===== config.mk =====
export PLATFORM = sky130hd
export DESIGN_NAME = id_ex_pipe_ctrl
export DESIGN_NICKNAME = d
export VERILOG_FILES = /design/src/rtl/pipe_pkg.sv /design/src/rtl/fwd_mux.sv /design/src/rtl/id_ex_pipe_ctrl.sv
export SDC_FILE = /design/constraint.sdc
export NUM_CORES = 1
export LEC_CHECK = 0
export CAP_MARGIN = 20
export CORE_ASPECT_RATIO = 0.9
export CORE_MARGIN = 2
export CORE_UTILIZATION = 25
export CTS_BUF_LIST = sky130_fd_sc_hd__clkbuf_8
export DETAILED_ROUTE_END_ITERATION = 6
export PLACE_DENSITY = 0.6
export SYNTH_ARGS = -nofsm -noshare
export SYNTH_HDL_FRONTEND = slang
export SYNTH_SLANG_ARGS = --single-unit

===== constraint.sdc =====
create_clock -name clk -period 2.1 [get_ports clk]
set_input_delay 0.21 -clock clk [delete_from_list [all_inputs] [get_ports clk]]
set_output_delay 0.21 -clock clk [all_outputs]
set_load 0.02 [all_outputs]

===== src/rtl/pipe_pkg.sv =====
// Shared pipeline definitions: control-bundle bits,
// forward select codes and ID/EX control FSM states.
package pipe_pkg;

  localparam int CTRL_REGWRITE = 0;
  localparam int CTRL_MEMREAD  = 1;
  localparam int CTRL_MEMWRITE = 2;
  localparam int CTRL_BRANCH   = 3;

  localparam logic [1:0] FWD_REG    = 2'b00;
  localparam logic [1:0] FWD_MEM_WB = 2'b01;
  localparam logic [1:0] FWD_EX_MEM = 2'b10;

  typedef enum logic [1:0] {
    ST_RUN,
    ST_STALL,
    ST_FLUSH
  } pipe_state_e;

endpackage


===== src/rtl/fwd_mux.sv =====
// One EX operand select: register data or a
// forwarded result from EX/MEM or MEM/WB.
module fwd_mux
  import pipe_pkg::*;
#(
  parameter int XLEN = 32
) (
  input  logic [1:0]      sel_i,
  input  logic [XLEN-1:0] reg_i,
  input  logic [XLEN-1:0] ex_mem_i,
  input  logic [XLEN-1:0] mem_wb_i,
  output logic [XLEN-1:0] op_o
);

  always_comb begin
    op_o = reg_i;
    unique case (1'b1)
      (sel_i == FWD_EX_MEM): op_o = ex_mem_i;
      (sel_i == FWD_MEM_WB): op_o = mem_wb_i;
      default:               op_o = reg_i;
    endcase
  end

endmodule


===== src/rtl/id_ex_pipe_ctrl.sv =====
// ID/EX pipeline register with stall/flush control,
// operand forwarding, bubble counters and stall watchdog.
module id_ex_pipe_ctrl
  import pipe_pkg::*;
#(
  parameter int XLEN         = 32,
  parameter int CTRL_W       = 8,
  parameter int FLUSH_CYCLES = 1,
  parameter int MAX_STALL    = 15,
  parameter int CNT_W        = 16
) (
  input  logic              clk,
  input  logic              reset_n,
  input  logic              id_valid,
  input  logic [XLEN-1:0]   id_pc,
  input  logic [4:0]        id_rs1,
  input  logic [4:0]        id_rs2,
  input  logic [4:0]        id_rd,
  input  logic [XLEN-1:0]   id_rs1_data,
  input  logic [XLEN-1:0]   id_rs2_data,
  input  logic [XLEN-1:0]   id_imm,
  input  logic [CTRL_W-1:0] id_ctrl,
  input  logic [1:0]        hazard_forwardA,
  input  logic [1:0]        hazard_forwardB,
  input  logic              hazard_stall,
  input  logic              hazard_flush,
  input  logic [XLEN-1:0]   ex_mem_fwd_data,
  input  logic [XLEN-1:0]   mem_wb_fwd_data,
  output logic              pc_en,
  output logic              if_id_en,
  output logic              if_id_flush,
  output logic [4:0]        id_ex_rs1,
  output logic [4:0]        id_ex_rs2,
  output logic              ex_valid,
  output logic [XLEN-1:0]   ex_pc,
  output logic [XLEN-1:0]   ex_imm,
  output logic [4:0]        ex_rd,
  output logic [CTRL_W-1:0] ex_ctrl,
  output logic [XLEN-1:0]   ex_op_a,
  output logic [XLEN-1:0]   ex_op_b,
  output logic [CNT_W-1:0]  stall_cnt,
  output logic [CNT_W-1:0]  flush_cnt,
  output logic              stall_timeout
);

  localparam int RUN_W = $clog2(MAX_STALL + 1);
  localparam logic [2:0] SQ_INIT = 3'(FLUSH_CYCLES - 1);
  localparam logic MULTI = (FLUSH_CYCLES > 1);
  localparam logic [RUN_W-1:0] RUN_MAX = RUN_W'(MAX_STALL);
  localparam logic [RUN_W-1:0] RUN_PRE = RUN_W'(MAX_STALL - 1);

  pipe_state_e       state_q;
  logic [2:0]        sq_q;
  logic [RUN_W-1:0]  run_q;
  logic [CNT_W-1:0]  stall_cnt_q;
  logic [CNT_W-1:0]  flush_cnt_q;
  logic              timeout_q;

  logic              valid_q;
  logic [XLEN-1:0]   pc_q;
  logic [XLEN-1:0]   imm_q;
  logic [XLEN-1:0]   d1_q;
  logic [XLEN-1:0]   d2_q;
  logic [4:0]        rs1_q;
  logic [4:0]        rs2_q;
  logic [4:0]        rd_q;
  logic [CTRL_W-1:0] ctrl_q;

  logic flush_act;
  logic stall_act;
  logic bubble;

  assign flush_act = hazard_flush | (state_q == ST_FLUSH);
  assign stall_act = hazard_stall & ~flush_act;
  assign bubble    = flush_act | stall_act;

  assign pc_en       = ~stall_act;
  assign if_id_en    = ~stall_act;
  assign if_id_flush = flush_act;

  // The request cycle is the first squash cycle, so a
  // one-cycle window never needs the FLUSH state.
  always_ff @(posedge clk or negedge reset_n) begin
    if (!reset_n) begin
      state_q <= ST_RUN;
      sq_q    <= '0;
    end else begin
      unique case (state_q)
        ST_RUN, ST_STALL: begin
          if (hazard_flush) begin
            state_q <= MULTI ? ST_FLUSH : ST_RUN;
            sq_q    <= SQ_INIT;
          end else if (stall_act) begin
            state_q <= ST_STALL;
          end else begin
            state_q <= ST_RUN;
          end
        end
        ST_FLUSH: begin
          if (hazard_flush) begin
            state_q <= MULTI ? ST_FLUSH : ST_RUN;
            sq_q    <= SQ_INIT;
          end else if (sq_q <= 3'd1) begin
            state_q <= ST_RUN;
            sq_q    <= '0;
          end else begin
            sq_q    <= sq_q - 3'd1;
          end
        end
        default: begin
          state_q <= ST_RUN;
          sq_q    <= '0;
        end
      endcase
    end
  end

  always_ff @(posedge clk or negedge reset_n) begin
    if (!reset_n) begin
      run_q       <= '0;
      timeout_q   <= 1'b0;
      stall_cnt_q <= '0;
      flush_cnt_q <= '0;
    end else begin
      if (stall_act) begin
        if (run_q != RUN_MAX) run_q <= run_q + 1'b1;
        if (run_q >= RUN_PRE) timeout_q <= 1'b1;
      end else begin
        run_q <= '0;
      end
      if (stall_act && !(&stall_cnt_q))
        stall_cnt_q <= stall_cnt_q + 1'b1;
      if (flush_act && !(&flush_cnt_q))
        flush_cnt_q <= flush_cnt_q + 1'b1;
    end
  end

  always_ff @(posedge clk or negedge reset_n) begin
    if (!reset_n) begin
      valid_q <= 1'b0;
      pc_q    <= '0;
      imm_q   <= '0;
      d1_q    <= '0;
      d2_q    <= '0;
      rs1_q   <= '0;
      rs2_q   <= '0;
      rd_q    <= '0;
      ctrl_q  <= '0;
    end else if (bubble) begin
      valid_q <= 1'b0;
      rs1_q   <= '0;
      rs2_q   <= '0;
      rd_q    <= '0;
      ctrl_q  <= '0;
    end else begin
      valid_q <= id_valid;
      pc_q    <= id_pc;
      imm_q   <= id_imm;
      d1_q    <= id_rs1_data;
      d2_q    <= id_rs2_data;
      rs1_q   <= id_rs1;
      rs2_q   <= id_rs2;
      rd_q    <= id_rd;
      ctrl_q  <= id_valid ? id_ctrl : '0;
    end
  end

  fwd_mux #(.XLEN(XLEN)) u_fwd_a (
    .sel_i    (hazard_forwardA),
    .reg_i    (d1_q),
    .ex_mem_i (ex_mem_fwd_data),
    .mem_wb_i (mem_wb_fwd_data),
    .op_o     (ex_op_a)
  );

  fwd_mux #(.XLEN(XLEN)) u_fwd_b (
    .sel_i    (hazard_forwardB),
    .reg_i    (d2_q),
    .ex_mem_i (ex_mem_fwd_data),
    .mem_wb_i (mem_wb_fwd_data),
    .op_o     (ex_op_b)
  );

  assign id_ex_rs1     = rs1_q;
  assign id_ex_rs2     = rs2_q;
  assign ex_valid      = valid_q;
  assign ex_pc         = pc_q;
  assign ex_imm        = imm_q;
  assign ex_rd         = rd_q;
  assign ex_ctrl       = ctrl_q;
  assign stall_cnt     = stall_cnt_q;
  assign flush_cnt     = flush_cnt_q;
  assign stall_timeout = timeout_q;

endmodule


==> results.sh, run 1 <==
export IMPL_viasPerCell=4.54
export IMPL_drt_iter0_markers=340
export IMPL_min_path_type="in -> async"
export IMPL_rsz0062_at_grt="yes"
export IMPL_stdcell_count=1637
export IMPL_drc=0
export IMPL_crit_chain="clkdlybuf4s50_1, inv_1, ha_1, buf_12, a22oi_1, o21ai_0, clkdlybuf4s15_1"
export IMPL_die_h_um=180
export IMPL_cts_htree_levels=4
export IMPL_clockBufferDepth=2
export IMPL_worst_pin_slew_ps=598
export IMPL_syn_inst=728
export IMPL_vias=7428
export IMPL_grt_max_degree=65
export IMPL_syn_to_final_growth_pct=62.4
export IMPL_ios=412
export IMPL_core_area_mm2=0.0339
export IMPL_hpwl_um=22900
export IMPL_start_util=0.253
export IMPL_dp_cells=1604
export IMPL_cp_start_kind="input port"
export IMPL_fin_area_mm2=0.0139
export IMPL_critical_path_max_stage_delay_ps=470
export IMPL_ys_ff_latch=189
export IMPL_routabilityCongestion=0.861
export IMPL_finalCritPeriodShare=0.984
export IMPL_multi_input_area_mm2=0.00367
export IMPL_worstPathArrival_ps=1860
export IMPL_drive_above_1_share=0.231
export IMPL_seqCellArea_mm2=0.00473
export IMPL_synth_area_mm2=0.00858
export IMPL_finish_utilization=0.411
export IMPL_max_freq_mhz=484
export IMPL_hold_violations=0
export IMPL_cts_sinks=189
export IMPL_port_buffers=411
export IMPL_setup_worst_path_class="in -> out"
export IMPL_synth_avg_cell_area_um2=11.8
export IMPL_synthArstFlopShare=1.00
export IMPL_routed_wirelength_um=29800
export IMPL_antenna_found_initial=1
export IMPL_synth_area_top_cells="dfrtp_1 55%, mux2_2 17%, a22oi_1 5.6%"
export IMPL_grt_usage=0.163
export IMPL_status="finished clean"
export IMPL_grt_pass1_wl_um=44400
export IMPL_crit_fanout=29
export IMPL_cts_buffers=17
export IMPL_grt_pass1_vias=7419
export IMPL_n_antenna_cell=0
export IMPL_irDropWorstVdd_uv=406
export IMPL_ant_nets=0
export IMPL_gr_total_overflow=0
export IMPL_ys_seq_area_frac=0.552
export IMPL_dieArea_mm2=0.0358
export IMPL_drt_wirelength_per_cell_um=18.2
export IMPL_die_width_um=199
export IMPL_p_per_area_mw_per_mm2=744
export IMPL_slowest_stage="clkdlybuf4s50_1"
export IMPL_critPathRequiredTime_ps=1890
export IMPL_synth_area_leader_cell="dfrtp_1"
export IMPL_finalMaxSlewViolations=0
export IMPL_clk_latency_ps=500
export IMPL_ys_warn_count=0
export IMPL_cts_clk_slew_worst_paths_ps=120
export IMPL_dpl_cell_area_mm2=0.0136
export IMPL_cp_end_kind="output port"
export IMPL_synth_top_area_frac=0.552
export IMPL_synthFlopType="dfrtp_1"
export IMPL_period_needed_ps=2070
export IMPL_rows=64
export IMPL_syn_nets=960
export IMPL_ys_types=42
export IMPL_drt_pass1_iter_count=5
export IMPL_slew_headroom=0.601
export IMPL_post_cts_setup_buffers=0
export IMPL_setup_viol=0
export IMPL_synth_edf_count=0
export IMPL_clockRootBuffer="clkbuf_8"
export IMPL_layout_nets=1394
export IMPL_leakagePower_nw=5.76
export IMPL_cap_violations=0
export IMPL_cts_tree="yes"
export IMPL_n_fill_cell=3283
export IMPL_clock_skew_ps=17.8
==> cell usage in the layout (no fill, tap or decap), types with 16 or more instances in the layout <==
cell type and n:
clkbuf_8 18, a22oi_1 55, dlygate4sd2_1 21, mux2_2 130, dfrtp_1 189, o21ai_0 61, clkdlybuf4s50_1 346, nand2_1 76
and2_1 17, buf_4 38, clkbuf_2 20, nor2_1 16
==> power by group <==
| group | switching (mW) | internal, mW |
|---|---|---|
| registers | 0.415 | 4.14 |
| clock network | 1.56 | 0.904 |
| logic | 1.62 | 1.74 |
| total | 3.59 | 6.78 |
==> sequential cells by signal, indices dropped and copies added, names as in the netlist <==
register	cells
d1_q	32
d2_q	32
ex_ctrl	8
ex_imm	32
ex_pc	32
ex_rd	5
ex_valid	1
flush_cnt	16
id_ex_rs1	5
id_ex_rs2	5
run_q	4
stall_cnt	16
stall_timeout	1
==> logic make-up after synthesis <==
logic type,after synthesis,share of synthesized area
AND/OR/NAND/NOR,168,0.0998
adder cells (fa/ha/maj),8,0.0117
AO/OA/AOI/OAI,154,0.114
multiplexers,131,0.172
XOR/XNOR,21,0.0214
buffers and inverters,57,0.0296
flip-flops,189,0.552
==> Yosys cell counts (2+ instances only) <==
cell      instances
nor2_1           17
ha_1              8
nand4_1           8
and2_1           17
nand3b_1          2
buf_6             2
a21oi_1           7
mux2_2          130
nor3_1            6
xnor2_1          14
nand2_1          76
a31oi_1           5
and4_1            4
and3_1            9
clkbuf_1         29
buf_2            14
o21ai_0          69
inv_1            10
nor4_1            4
buf_4             2
a211oi_1          2
dfrtp_1         189
nand3_1          13
a22oi_1          64
o21a_1            3
o211ai_1          2
xor2_1            7
==> critical path, delay by kind of cell <==
family,cells,cell delay (ps)
buffers and inverters,4,1110
adders and majority gates,1,190
AOI/OAI and AO/OA,2,330
==> layout make-up <==
cell class | instances | area share
tap | 462 | 0.0415
clock inverter | 15 | 0.0121
inverter | 10 | 0.00270
multi-input combinational | 482 | 0.263
clock buffer | 17 | 0.0168
sequential | 189 | 0.340
timing repair buffer | 462 | 0.324
==> path summary, 6_finish.rpt <==
| check | start | to | slack [ps] | cells after the start |
|---|---|---|---|---|
| max | hazard_forwardA[1] | ex_op_a[29] | 30 | 7 |
| min | reset_n | flush_cnt[4]$_DFFE_PN0P_ | 250 | 2 |
| max reg2reg | flush_cnt[7]$_DFFE_PN0P_ | flush_cnt[1]$_DFFE_PN0P_ | 290 | 4 |
| min reg2reg | stall_timeout$_DFFE_PN0P_ | stall_timeout$_DFFE_PN0P_ | 500 | 1 |
| max in group asynchronous | reset_n | ex_imm[16]$_DFFE_PN0P_ | 1100 | 3 |
| min in group clk | id_rs1[1] | id_ex_rs1[1]$_DFF_PN0_ | 250 | 2 |
==> metrics by stage <==
stage / TNS, ps / worst slack (ps) / hold slack [ps] / total power, mW
6_report: 0 / 33.3 / 251 / 10.4
3_5_place_dp: -17330 / -518 / 260 / 8.12
5_1_grt: -1.91 / -1.38 / 204 / 11.0
3_3_place_gp: -17440 / -523 / 258 / 8.09
4_1_cts: -219 / -102 / 186 / 10.6
2_1_floorplan: 0 / 256 / -85.6 / 6.11
==> routing by layer <==
| layer | up-vias | part of all wire | global-route usage | wire (um) |
|---|---|---|---|---|
| met5 | - | 0.00044 | 0 | 13 |
| met4 | 2 | 0.015 | 0.0445 | 446 |
| met3 | 23 | 0.097 | 0.0625 | 2880 |
| met2 | 306 | 0.45 | 0.256 | 13500 |
| met1 | 3605 | 0.44 | 0.209 | 13000 |
| li1 | 3492 | - | - | - |
==> timing repair <==
action                                  in CTS  in global routing
endpoints found under the hold margin       57                  0
gates resized for setup                    113                 80
hold buffers                                 1                  0
endpoints found under the setup margin      63                 45
Note: power is estimated with default switching activity, not from simulation.
==> run 2: changes to the inputs <==
--- a/config.mk
+++ b/config.mk
@@ -11,7 +11,7 @@
 export CORE_UTILIZATION = 25
 export CTS_BUF_LIST = sky130_fd_sc_hd__clkbuf_8
 export DETAILED_ROUTE_END_ITERATION = 6
-export PLACE_DENSITY = 0.6
+export PLACE_DENSITY = 0.62
 export SYNTH_ARGS = -nofsm -noshare
 export SYNTH_HDL_FRONTEND = slang
 export SYNTH_SLANG_ARGS = --single-unit
==> constraint.sdc (replaced) <==
create_clock -name clk -period 1.9 [get_ports clk]
set_input_delay 0.19 -clock clk [delete_from_list [all_inputs] [get_ports clk]]
set_output_delay 0.19 -clock clk [all_outputs]
set_load 0.02 [all_outputs]
==> run 2 against run 1 <==
Against the previous run:
- sequential cell count unchanged
- cell count is 1.2% higher
- largest power group unchanged
- clock power is 11% higher
- first-iteration DRC count decreased by 21%
==> results.sh, run 2 (synthesis results as in run 1) <==
export IMPL_status="finished clean"
export IMPL_dp_cells=1616
export IMPL_setup_tns_ps=0
export IMPL_ant_nets=0
export IMPL_port_buffers=411
export IMPL_total_power_mw=11.6
export IMPL_vias=7632
export IMPL_cts_htree_levels=4
export IMPL_clk_latency_ps=490
export IMPL_crit_fanout=4
export IMPL_clockRootBuffer="clkbuf_8"
export IMPL_routabilityCongestion=0.847
export IMPL_rsz0062_at_grt="no"
export IMPL_setup_worst_path_class="in -> out"
export IMPL_r2r_start="stall_cnt[0]$_DFFE_PN0P_"
export IMPL_hold_worst_slack_ps=194
export IMPL_rr_worst_depth=5
export IMPL_grt_usage=0.171
export IMPL_syn_to_final_growth_pct=65.0
export IMPL_viasPerCell=4.61
export IMPL_leakagePower_nw=5.94
export IMPL_grt_max_degree=49
export IMPL_r2r_slack_ps=130
export IMPL_hold_violations=0
export IMPL_drive_above_1_share=0.277
export IMPL_cts_clk_slew_worst_paths_ps=110
export IMPL_finalCritPeriodShare=0.974
export IMPL_p_per_area_mw_per_mm2=817
export IMPL_combPwrFrac=0.331
export IMPL_finalMaxSlewViolations=0
export IMPL_place_ws_ps=-579
export IMPL_die_h_um=180
export IMPL_cts_buffers=17
export IMPL_layout_nets=1411
export IMPL_cp_end_kind="output port"
export IMPL_fin_area_mm2=0.0142
export IMPL_slew_headroom=0.689
export IMPL_drt_iter0_markers=268
export IMPL_setup_viol=0
export IMPL_rows=64
export IMPL_worst_pin_slew_ps=463
export IMPL_dpl_cell_area_mm2=0.0137
export IMPL_max_freq_mhz=540
export IMPL_p_switching_mw=3.93
export IMPL_pwr_share_seq=0.434
export IMPL_irDropWorstVdd_uv=574
export IMPL_final_common_cell="clkdlybuf4s50_1"
export IMPL_stdcell_count=1657
export IMPL_drt_wirelength_per_cell_um=19.2
export IMPL_critPathRequiredTime_ps=1710
export IMPL_hpwl_um=24100
export IMPL_cts_tree="yes"
export IMPL_final_cell_mix="337 x clkdlybuf4s50_1, 187 x dfrtp_1, 130 x mux2_2"
export IMPL_antenna_found_initial=3
export IMPL_finish_utilization=0.418
export IMPL_cap_violations=0
export IMPL_period_needed_ps=1850
export IMPL_clockBufferDepth=2
export IMPL_drt_pass1_iter_count=5
export IMPL_core_area_mm2=0.0339
export IMPL_grt_pass1_wl_um=46600
export IMPL_clock_skew_ps=13.6
export IMPL_drc=0
export IMPL_routed_wirelength_um=31800
export IMPL_cp_start_kind="input port"
export IMPL_timing_rr_end="stall_cnt[1]$_DFFE_PN0P_"
export IMPL_switching_share=0.340
export IMPL_worstPathArrival_ps=1660
export IMPL_ios=412
export IMPL_cts_sinks=189
export IMPL_grt_pass1_vias=7889
export IMPL_power_frac_clock=0.235
export IMPL_start_util=0.253
export IMPL_gr_total_overflow=0
export IMPL_die_width_um=199
export IMPL_dieArea_mm2=0.0358
export IMPL_intPower_mw=7.63
export IMPL_final_setup_worst_slack_ps=48.6
export IMPL_min_path_type="in -> async"
## run 2: cell count changes in the layout (fill, tap and decap cells not counted), moves of 9 or more
| cell | delta |
|---|---|
| buf_2 | +40 |
| dlygate4sd2_1 | -20 |
| a22oi_2 | +10 |
| clkdlybuf4s15_1 | -9 |
| clkbuf_2 | -19 |
| clkdlybuf4s50_1 | -9 |
| a22oi_1 | -10 |
| buf_4 | +13 |
## run 2: worst max path at each step
| stage | cells after the start | slack, ps | to | start |
|---|---|---|---|---|
| 2_1_floorplan | 5 | 60 | stall_cnt[1]$_DFFE_PN0P_ | stall_cnt[0]$_DFFE_PN0P_ |
| 3_3_place_gp | 7 | -590 | ex_op_a[12] | hazard_forwardA[1] |
| 3_5_place_dp | 7 | -580 | ex_op_a[12] | hazard_forwardA[1] |
| 4_1_cts | 7 | -0.2 | ex_op_a[1] | hazard_forwardA[0] |
| 5_1_grt | 2 | 0.8 | flush_cnt[7] | flush_cnt[7]$_DFFE_PN0P_ |
| 6_report | 4 | 50 | pc_en | hazard_flush |
## run 2: cell type report
class	instances	area [um^2]
clock buffer	17	234
fill	3287	19700
clock inverter	15	149
tap	462	578
sequential	189	4730
timing repair buffer	479	4680
multi-input combinational	482	3730
antenna	3	7.51
inverter	10	37.5
## run 2: worst max-delay path: stages
cell	delay (ps)
clkdlybuf4s50_1	550
nor2b_1	100
inv_1	160
clkdlybuf4s50_1	660
## run 2: repair_timing
item                                    4_1_cts  5_1_grt
setup buffers                                 0        1
gates cloned                                  0        4
endpoints found under the setup margin       64       55
hold buffers                                  1        0
pin swaps                                     2        2
hold endpoints to repair                     53        0
gates resized for setup                     324       28
## run 2: routing by layer
metal  track usage  vias up  wire, um
met2         0.268      329     14400
met5             0        -         0
met4        0.0522        0       663
met1         0.215     3738     13600
met3        0.0717       37      3080
li1              -     3528         -
## run 2: power groups by stage
stage          clock network [mW]  logic (mW)  registers (mW)
2_1_floorplan                   0        1.34            5.42
3_3_place_gp                    0        3.88            5.08
3_5_place_dp                    0        3.92            5.10
4_1_cts                      2.85        3.80            5.02
5_1_grt                      3.01        4.07            5.11
6_report                     2.72        3.82            5.02
==> RTL change 1, RTL diff (flow settings as in run 1) <==
Put one more register stage on the output `flush_cnt`. The value now appears one clock later. The other outputs are not delayed to match.
--- a/src/rtl/id_ex_pipe_ctrl.sv
+++ b/src/rtl/id_ex_pipe_ctrl.sv
@@ -191,3 +191,5 @@
   assign stall_cnt     = stall_cnt_q;
-  assign flush_cnt     = flush_cnt_q;
+  always_ff @(posedge clk) begin
+    flush_cnt <= flush_cnt_q;
+  end
   assign stall_timeout = timeout_q;
Check against the original RTL: not equivalent (Yosys sat finds a counterexample within 4 cycles, from zero or initial values and one cycle with reset_n low).
==> RTL change 1 against run 1 <==
Wire length up 19%. Worst setup slack improved by 0.042 ns. Final cell count grew 6.4%. Count of clock-buffer cells in the layout rose by 31. Design area up 8.4%. Die area grew 3.1%. Non-clock buffer count increased by 42. Critical endpoint is now ex_op_b[15]. Power is 25% higher. Synthesized area up 3.1%. Sequential cell count increased by 16. Clock power is 76% higher. Highest routed layer is now met4.
==> RTL change 1: results (changes against run 1) <==
* P_leak at 6.45 nW (+12%)
* Depth of the CTS H-tree at 2 (-2)
* Via count at 7,916 (+6.6%)
* CP arrival at 1.81 ns (-0.05 ns)
* Area after DPL at 14,200 µm² (+4.6%)
* First-pass GRT wire length at 52,500 µm (+18%)
* Synth unique cells at 40 (-4.8%)
* Share of post-route cells with drive strength above 1 at 27.5% (+4.5 points)
* FF-to-FF Start: flush_cnt_q[4]
* DRT Pass-1 Iters at 4 (-1)
* Largest net degree at the start of global routing at 63 (-3.1%)
* Asr flop ratio synth at 92.2% (-7.8 points)
* Skew-Pair Late Insertion Delay at 0.54 ns (+0.04 ns)
* Initial antenna violation count at 2 (+1)
* Syn Nets at 973 (+1.4%)
* Clock skew at 0.0152 ns (-0.00257 ns)
* Avg WL per Cell at 20.5 µm (+12%)
* Status: finished, final reports clean
* DR iter-0 viols at 294 (-14%)
* Adder-Cell Fraction of Synth Area at 1.13% (-0.035 points)
* Number of nets in the layout at 1,473 (+5.7%)
* Post-synth top cells: dfrtp_1 (189), mux2_2 (133), nand2_1 (78)
* Clk buf depth at 3 (+1)
* DPL Wire Length at 27,500 µm (+20%)
* Crit path launch: hazard_forwardB[0]
* Vias in the first global route at 8,407 (+13%)
* Synth top area cells: dfrtp_1 (53%), mux2_2 (17%), a22oi_1 (5.4%)
* Slew @ Worst Pin at 0.489 ns (-0.109 ns)
* GR Util All Layers at 18.9% (+2.6 points)
* Crit path largest cell delay at 0.51 ns (+0.04 ns)
* Num CTS Buffers at 40 (+23)
[RTL change 1: per-stage QoR]
| step | hold slack [ns] | std cells | power (W) | util (%) | setup slack (ns) |
|---|---|---|---|---|---|
| after floorplan | -0.0856 | 741 | 0.00653 | - | 0.289 |
| after global placement | 0.229 | 1666 | 0.00871 | 40.7 | -0.479 |
| after detailed placement | 0.225 | 1666 | 0.00875 | 40.7 | -0.490 |
| after CTS | 0.168 | 1740 | 0.0132 | 43.5 | -0.0230 |
| after global routing | 0.179 | 1740 | 0.0136 | 43.2 | 0.00405 |
| final | 0.195 | 1741 | 0.0129 | 43.2 | 0.0753 |
[RTL change 1: per-layer routing]
metal,GRT usage [%],share of wire (%)
met5,0,0
met2,32.1,48
met1,22.2,40
met3,6.20,8.7
met4,7.18,3.3
[RTL change 1: report_power, final]
part           total [W]  internal [W]  switching, W  leakage [nW]
sequential       0.00495       0.00453      0.000425          2.44
combinational    0.00363       0.00188       0.00176          3.51
clock            0.00434       0.00256       0.00178         0.499
[RTL change 1: timing repair]
item	CTS	global route
hold buffers	1	0
setup endpoints to repair	62	22
resized for setup	158	34
cloned	1	0
pin swaps	3	0
buffers inserted	0	0
endpoints found under the hold margin	49	0
[RTL change 1: final timing paths]
kind | to | slack (ns) | cells past startpoint
max | ex_op_b[15] | 0.08 | 6
min | id_ex_rs1[2] | 0.20 | 2
max reg2reg | flush_cnt_q[1] | 0.30 | 4
min reg2reg | flush_cnt[11] | 0.43 | 0
max in group asynchronous | ex_imm[29] | 1.15 | 3
min in group clk | id_ex_rs1[3] | 0.22 | 2
[RTL change 1: area by class of cell]
cell class	count	area (µm²)
timing repair buffer	504	4890
sequential	205	5050
clock buffer	48	661
antenna	1	2.50
fill	3334	19900
multi-input combinational	482	3680
clock inverter	24	206
tap	469	587
inverter	8	30.0
==> RTL change 2, RTL diff (config.mk and constraints of run 1) <==
Made on the original files. Change the parameter `MAX_STALL` from 15 to 30.
--- a/src/rtl/id_ex_pipe_ctrl.sv
+++ b/src/rtl/id_ex_pipe_ctrl.sv
@@ -8,3 +8,3 @@
   parameter int FLUSH_CYCLES = 1,
-  parameter int MAX_STALL    = 15,
+  parameter int MAX_STALL    = 30,
   parameter int CNT_W        = 16
Formal check against the unedited RTL: no difference found for any inputs over 4 cycles, from zero or initial values and one cycle with reset_n low; that may be too few to reach the edited logic, so the function may still have changed.
==> RTL change 2 against run 1 <==
Power increased by 1.5%. Synthesized area decreased by 0.25%. Synthesized cell count is 1.2% lower. Worst setup slack worse by 0.010 ns. Fmax shrank 0.49%. Design area barely moved. Sequential cell count up 1. Sequential share of layout area is 0.17 points higher. Wire length increased by 2.2%. Largest power group unchanged.
==> RTL change 2: results (changes against run 1) <==
* Status: finished, final reports clean
* Multi-input gates at 475 (-1.5%)
* Worst reg-to-reg setup slack at 0.24 ns (-0.05 ns)
* Area after DPL at 13,600 µm² (about the same)
* Slew headroom at 62.6% (+2.5 points)
* Routability cong. at 0.828 (-3.8%)
* Clock-cell share of area at 2.92% (+0.026 points)
* FF+latch area at 4750 µm² (+0.53%)
* Part of the Yosys area used for sequential elements at 55.6% (+0.43 points)
* Cell internal pwr at 0.00701 W (+3.5%)
* Met1 Track Usage GR at 19.8% (-1.1 points)
* Fillers at 3,295 (+0.37%)
* Vias in the first global route at 7,722 (+4.1%)
* Inst Count DP at 1,594 (-0.62%)
* DPL Wire Length at 22,900 µm (about the same)
* Worst VDD drop at 0.529 mV (+30%)
* Non-clock buffer count at 460 (-0.43%)
* Met2 Resource Use GR at 28.1% (+2.5 points)
* Top Metal Used: met4
* Seq Cell Count at 190 (+0.53%)
* IO Port Bufs at 411 (unchanged)
* Worst r2r dst: stall_cnt[1]
* Final hold slack at 0.247 ns (-0.00392 ns)
* GR Util All Layers at 16.6% (+0.32 points)
* Synth top area cells: dfrtp_1 (56%), mux2_2 (17%), a22oi_1 (5.6%)
* Synth unique cells at 35 (-17%)
* Sequential share of power at 43.5% (-0.4 points)
* Multi-input logic portion of the cell area at 26.3% (about the same)
* Initial antenna violation count at 0 (-1)
* Clock buf count at 18 (+1)
* Wl on met1 at 12,500 µm (-3.9%)
* Clock skew at 0.0123 ns (-0.00551 ns)
* First-pass GRT wire length at 45,200 µm (+1.7%)
* Via count at 7,432 (+0.054%)
* Clock transition at the registers of the reported paths at 0.10 ns (-0.02 ns)
* Critical path peak fanout at 20 (-31%)
* Number of nets in the layout at 1,387 (-0.50%)
* Syn Nets at 952 (-0.83%)
* Met2 wire len at 14,700 µm (+8.7%)
* Clock network power share at 24.2% (+0.4 points)
* Avg WL per Cell at 18.7 µm (+2.7%)
* Post-cts sizing count at 148 (+31%)
* Antenna diode count at 0 (unchanged)
* Setup ws final at 0.0233 ns (-0.0101 ns)
* Crit path to: ex_op_b[10]
* Post-place setup slack at -0.465 ns (+0.0530 ns)
* Share of post-route cells with drive strength above 1 at 24.3% (+1.2 points)
* Drt total wl at 30,500 µm (+2.2%)
* Util after Layout at 41.1% (about the same)
* Skew-Pair Late Insertion Delay at 0.48 ns (-0.02 ns)
* Met3 WL at 2970 µm (+3.2%)
* Crit path launch: hazard_forwardB[1]
* Met3 usage at 6.45% (+0.21 points)
* Post-synth top cells: dfrtp_1 (190), mux2_2 (130), nand2_1 (73)
* Largest net degree at the start of global routing at 59 (-9.2%)
* P_leak at 5.86 nW (+1.7%)
* DR iter-0 viols at 391 (+15%)
RTL change 2: cell count changes in the layout (fill, tap and decap cells not counted), moves of 5 or more:
cell / change
a21oi_1: -6
buf_2: +5
buf_4: -8
clkbuf_2: +14
clkdlybuf4s15_1: -6
dlygate4sd2_1: -12
nor2_1: -8
nor3_1: +7
xnor2_1: -7
xor2_1: +13
RTL change 2: worst max-delay path, stage by stage:
cell and delay [ns]:
clkdlybuf4s50_1 0.55, inv_1 0.07, ha_1 0.23, buf_12 0.17
a22oi_1 0.20, o21ai_0 0.10, dlygate4sd2_1 0.32
RTL change 2: logic make-up (layout without fill, tap and decap cells):
logic type                 after synthesis  in the layout  share of synthesized area, %
AOI/OAI and AO/OA                      142            142                          10.7
xor gates and xnor gates                27             27                          2.76
adders and majority gates                9              9                          1.32
buffers and inverters                   54            502                          2.66
DFF                                    190            190                          55.6
muxes                                  132            132                          17.4
and+or+nand+nor                        165            165                          9.55
